### src/rtl/muldiv_pkg.sv
// muldiv_pkg: op encodings and FSM state type shared by the multiply/divide engine.
package muldiv_pkg;

    localparam logic [1:0] OP_MULT  = 2'b00;
    localparam logic [1:0] OP_MULTU = 2'b01;
    localparam logic [1:0] OP_DIV   = 2'b10;
    localparam logic [1:0] OP_DIVU  = 2'b11;

    typedef enum logic [1:0] {IDLE, CALC, FIX} state_t;

endpackage

### src/rtl/muldiv_abs.sv
// muldiv_abs: two's-complement conditional negate, used both for operand magnitudes and result sign fix-up.
module muldiv_abs #(
    parameter int W = 32
) (
    input  logic [W-1:0] a,
    input  logic         neg,
    output logic [W-1:0] y
);

    assign y = neg ? W'(-a) : a;

endmodule

### src/rtl/muldiv_unit.sv
// muldiv_unit: iterative radix-2 MULT/MULTU/DIV/DIVU engine producing HI/LO.
// One step per clock on unsigned magnitudes; signs are applied in the FIX cycle.
module muldiv_unit
    import muldiv_pkg::*;
#(
    parameter int WIDTH = 32
) (
    input  logic             clk,
    input  logic             reset,
    input  logic             start,
    input  logic [1:0]       op,
    input  logic [WIDTH-1:0] opr_a,
    input  logic [WIDTH-1:0] opr_b,
    input  logic             cancel,
    output logic             busy,
    output logic             done,
    output logic             div_by_zero,
    output logic [WIDTH-1:0] hi,
    output logic [WIDTH-1:0] lo
);

    localparam int CNT_W = $clog2(WIDTH + 1);

    state_t             state;
    logic [1:0]         op_r;
    logic               sa, sb;
    logic [CNT_W-1:0]   count;
    logic [2*WIDTH-1:0] acc, p_fix;
    logic [WIDTH-1:0]   b_reg, a_raw, abs_a, abs_b, q_fix, r_fix;
    logic [WIDTH:0]     sum;
    logic [WIDTH+1:0]   trial;

    muldiv_abs #(.W(WIDTH))   u_abs_a (.a(opr_a), .neg(~op[0] & opr_a[WIDTH-1]), .y(abs_a));
    muldiv_abs #(.W(WIDTH))   u_abs_b (.a(opr_b), .neg(~op[0] & opr_b[WIDTH-1]), .y(abs_b));
    muldiv_abs #(.W(2*WIDTH)) u_fix_p (.a(acc), .neg(sa ^ sb), .y(p_fix));
    muldiv_abs #(.W(WIDTH))   u_fix_q (.a(acc[WIDTH-1:0]), .neg(sa ^ sb), .y(q_fix));
    muldiv_abs #(.W(WIDTH))   u_fix_r (.a(acc[2*WIDTH-1:WIDTH]), .neg(sa), .y(r_fix));

    // multiply: {hi_partial, multiplier} shifts right; divide: {rem, quo} shifts left
    assign sum   = {1'b0, acc[2*WIDTH-1:WIDTH]} + (acc[0] ? {1'b0, b_reg} : '0);
    assign trial = {1'b0, acc[2*WIDTH-1:WIDTH-1]} - {2'b00, b_reg};

    always_ff @(posedge clk) begin
        if (!reset) begin
            state       <= IDLE;
            busy        <= 1'b0;
            done        <= 1'b0;
            div_by_zero <= 1'b0;
            hi          <= '0;
            lo          <= '0;
            op_r        <= OP_MULT;
            sa          <= 1'b0;
            sb          <= 1'b0;
            count       <= '0;
            acc         <= '0;
            b_reg       <= '0;
            a_raw       <= '0;
        end else begin
            done <= 1'b0;
            if (busy && cancel) begin
                state <= IDLE;
                busy  <= 1'b0;
            end else begin
                case (state)
                    IDLE: if (start && !cancel) begin
                        state       <= CALC;
                        busy        <= 1'b1;
                        op_r        <= op;
                        sa          <= ~op[0] & opr_a[WIDTH-1];
                        sb          <= ~op[0] & opr_b[WIDTH-1];
                        acc         <= {{WIDTH{1'b0}}, abs_a};
                        b_reg       <= abs_b;
                        a_raw       <= opr_a;
                        count       <= '0;
                        div_by_zero <= 1'b0;
                    end
                    CALC: begin
                        count <= count + 1'b1;
                        acc   <= op_r[1] ? (trial[WIDTH+1] ? {acc[2*WIDTH-2:0], 1'b0}
                                                           : {trial[WIDTH-1:0], acc[WIDTH-2:0], 1'b1})
                                         : {sum, acc[WIDTH-1:1]};
                        if (count == CNT_W'(WIDTH - 1)) state <= FIX;
                    end
                    FIX: begin
                        state       <= IDLE;
                        busy        <= 1'b0;
                        done        <= 1'b1;
                        div_by_zero <= op_r[1] && b_reg == '0;
                        hi          <= !op_r[1] ? p_fix[2*WIDTH-1:WIDTH] : (b_reg == '0 ? a_raw : r_fix);
                        lo          <= !op_r[1] ? p_fix[WIDTH-1:0] : (b_reg == '0 ? '1 : q_fix);
                    end
                    default: state <= IDLE;
                endcase
            end
        end
    end

endmodule

### config.mk
export PLATFORM = sky130hd
export DESIGN_NAME = muldiv_unit
export DESIGN_NICKNAME = d
export VERILOG_FILES = /design/src/rtl/muldiv_pkg.sv /design/src/rtl/muldiv_abs.sv /design/src/rtl/muldiv_unit.sv
export SDC_FILE = /design/constraint.sdc
export NUM_CORES = 1
export LEC_CHECK = 0
export CAP_MARGIN = 20
export CORE_MARGIN = 2
export CORE_UTILIZATION = 60
export CTS_BUF_LIST = sky130_fd_sc_hd__clkbuf_4 sky130_fd_sc_hd__clkbuf_8 sky130_fd_sc_hd__clkbuf_16
export DETAILED_ROUTE_END_ITERATION = 6
export PLACE_DENSITY = 0.91
export SYNTH_ARGS = -nofsm -noshare
export SYNTH_HDL_FRONTEND = slang
export SYNTH_SLANG_ARGS = --single-unit
### constraint.sdc
create_clock -name clk -period 4 [get_ports clk]
set_input_delay 0.6 -clock clk [delete_from_list [all_inputs] [get_ports clk]]
set_output_delay 0.6 -clock clk [all_outputs]
set_load 0.05 [all_outputs]
==> results by group <==
Timing
  – Final Slew Violations: 0
  – Final Hold Fails: 0
  – Slew HR: 33.1%
  – Fin Hold WS: 0.453 ns
  – Maximum clock rate: 271 MHz
  – Period utilisation layout: 92.1%
  – Worst clock skew: 0.0167 ns
  – RSZ-0062 raised after global routing: false
  – Endpoints failing setup: 0
  – Setup TNS: 0 ns
  – Fin crit period: 3.68 ns
  – Least-Margin Pin Slew: 1.00 ns

Synth
  – Avg Inst Size Synth: 7.45 um^2
  – Async SR Flop Fraction: 0%
  – Syn Nets: 2,239
  – Mapped cell area: 15,600 um^2
  – Post-synth EDFFs: 0
  – Synth cell types: 81
  – Synthesized instance count: 2,098
  – Seq cells post-synth: 206
  – Prevailing post-synth register cell: dfxtp_1
  – Sequential fraction of the synthesis area: 26.4%
  – Synth Warn #: 0

Floorplan
  – Starting Density: 60.5%
  – I/O pin cnt: 137
  – Chip height: 165 um
  – Chip width: 165 um
  – Rows: 59
  – Die ar.: 27,400 um^2
  – Core Area: 25,800 um^2

Finish
  – Largest Register: acc
  – # diodes: 0
  – Fill cells: 2,080
  – Final net count: 2,310
  – P&R area growth vs syn: 16.1%
  – Share of layout cells above drive strength 1: 6.22%
  – Largest register FFs: 64

Clock network
  – Clk sink count: 206
  – CTS tree: built
  – TritonCTS buffer count: 24
  – Clock slew at reported path FFs: 0.07 ns
  – Post-CTS Setup Repair Bufs: 0
  – Clock H-tree levels: 1
  – Worst skew pair latency: 0.53 ns
  – Clock root buffer master: clkbuf_16
  – # resized after CTS: 0
  – Hold buffers post-CTS: 0
  – Clock buffer depth: 3

Setup path
  – Worst EP required: 4.40 ns
  – R2R cell count: 12
  – Critical Path AT: 4.08 ns
  – Worst Setup End Kind: flip-flop
  – Max FO, Critical Path: 6
  – Crit start category: flip-flop
  – Critical path type: reg -> reg

Global routing
  – Largest net degree at the start of global routing: 105
  – Vias in the first global route: 15,100
  – Initial antenna violation count: 0
  – First-pass GRT wire length: 81.1 mm
  – Tot GR Track Use: 37.4%
  – Gr ovfl total: 0

Pwr
  – Peak VDD IR: 0.339 mV
  – Leakage: 7.61 nW
  – Pwr/cell area: 341 nW/um^2

Min path
  – Min-delay worst type: reg -> reg
  – Cells on Worst Hold Path: 2

Route
  – WL final: 52.9 mm
  – Post-route DRC violation count: 0
  – Via Count: 16,600
  – Initial drt markers: 2,078
  – Via/cell ratio: 6.58
  – Final ANT Viol Nets: 0
  – First-pass iteration count of the detailed router: 6
  – WL/cell: 21.0 um

Flow run
  – Maxcap violations: 0

Placed design
  – Placer Congestion: 1.04
  – Dpl hpwl: 39.3 mm
  – Port bufs: 136

Outcome
  – Status: finished, final reports clean
==> cells by family (layout without fill, tap and decap cells) <==
logic type	after synthesis	in the layout	share of synthesized area [%]
AOI/OAI and AO/OA	694	694	28.7
and+or+nand+nor	690	690	20.9
buffers and inverters	212	299	5.24
DFF	206	206	26.4
xor gates and xnor gates	181	181	10.1
adders and majority gates	71	71	5.78
muxes	44	44	2.83
==> layout make-up <==
class / count / area, um^2 / area share [%]
Multi-Input combinational cell: 1680 / 10700 / 59.0
Inverter: 62 / 233 / 1.28
Sequential cell: 206 / 4130 / 22.7
Tap cell: 335 / 419 / 2.31
Timing Repair Buffer: 195 / 1830 / 10.1
Clock buffer: 30 / 682 / 3.76
Clock inverter: 12 / 148 / 0.813
==> worst max-delay path: stages (launching register included) <==
cell and delay, ns:
dfxtp_1 0.49, inv_1 0.11, ha_1 0.37, a21oi_1 0.17, o21ai_0 0.19, a311oi_1 0.47
a31oi_1 0.27, a21oi_1 0.40, o21bai_1 0.15, a21o_1 0.27, nor3b_1 0.17, o41ai_1 0.40
a221oi_1 0.08
==> through the flow <==
| step | cell area [um^2] | power (mW) | instances | util [%] | setup WS (ns) |
|---|---|---|---|---|---|
| final | 18200 | 6.19 | 2520 | 70.3 | 0.316 |
| after global placement | 17300 | 3.79 | 2478 | 67.1 | 0.422 |
| after CTS | 18200 | 6.12 | 2520 | 70.3 | 0.470 |
| after global routing | 18200 | 6.40 | 2520 | 70.3 | 0.160 |
| after detailed placement | 17300 | 3.84 | 2478 | 67.1 | 0.342 |
| after floorplan | 15600 | 3.35 | 2098 | - | 0.858 |
==> layer usage <==
layer | routed length, um | GRT usage [%] | up-vias
li1 | - | - | 7676
met3 | 7080 | 11.3 | 162
met1 | 21300 | 50.7 | 7702
met4 | 2000 | 12.3 | 0
met5 | 0 | 0 | -
met2 | 22500 | 56.8 | 1029
==> cells in the mapped netlist, drive strengths merged (47+ instances only) <==
cell / instances / area share [%]
inv: 61 / 1.5
nor2b: 47 / 1.9
nand2: 252 / 6.0
ha: 69 / 5.5
a21oi: 194 / 6.2
nor2: 166 / 4.0
xor2: 89 / 5.0
clkbuf: 126 / 3.0
xnor2: 92 / 5.2
o21ai: 163 / 5.2
nand3: 52 / 1.7
dfxtp: 206 / 26
==> final timing paths <==
path	startpoint	end	slack [ns]
worst min register to register	hi[27]	hi[27]	0.45
worst max-delay path	b_reg[7]	acc[60]	0.32
worst max register to register	b_reg[7]	acc[60]	0.32
worst min-delay path	hi[27]	hi[27]	0.45
==> report_power, final <==
part	internal [mW]	switching, mW	total [mW]	leakage, nW
combinational	0.597	0.941	1.54	5.53
sequential	2.16	0.171	2.33	1.68
clock	1.40	0.921	2.32	0.409
total	4.16	2.03	6.19	7.61
==> layout by cell type, fill, tap and decap left out, types with 16 or more instances in the layout <==
| cell type | instances |
|---|---|
| o211a_1 | 41 |
| nand2_1 | 252 |
| and2_1 | 16 |
| o211ai_1 | 22 |
| clkdlybuf4s50_1 | 135 |
| a31oi_1 | 29 |
| nor3_1 | 40 |
| a211oi_1 | 44 |
| buf_4 | 58 |
| a21o_1 | 29 |
| nor2b_1 | 47 |
| a21oi_1 | 194 |
| mux2i_1 | 42 |
| o31ai_1 | 21 |
| and3_1 | 17 |
| nor2_1 | 162 |
| clkbuf_16 | 25 |
| a22oi_1 | 22 |
| nor4_1 | 22 |
| inv_1 | 61 |
| nand3_1 | 51 |
| a21boi_0 | 43 |
| xor2_1 | 89 |
| ha_1 | 69 |
| dfxtp_1 | 205 |
| o21ai_0 | 159 |
| xnor2_1 | 91 |
Note: power is estimated with default switching activity, not from simulation.
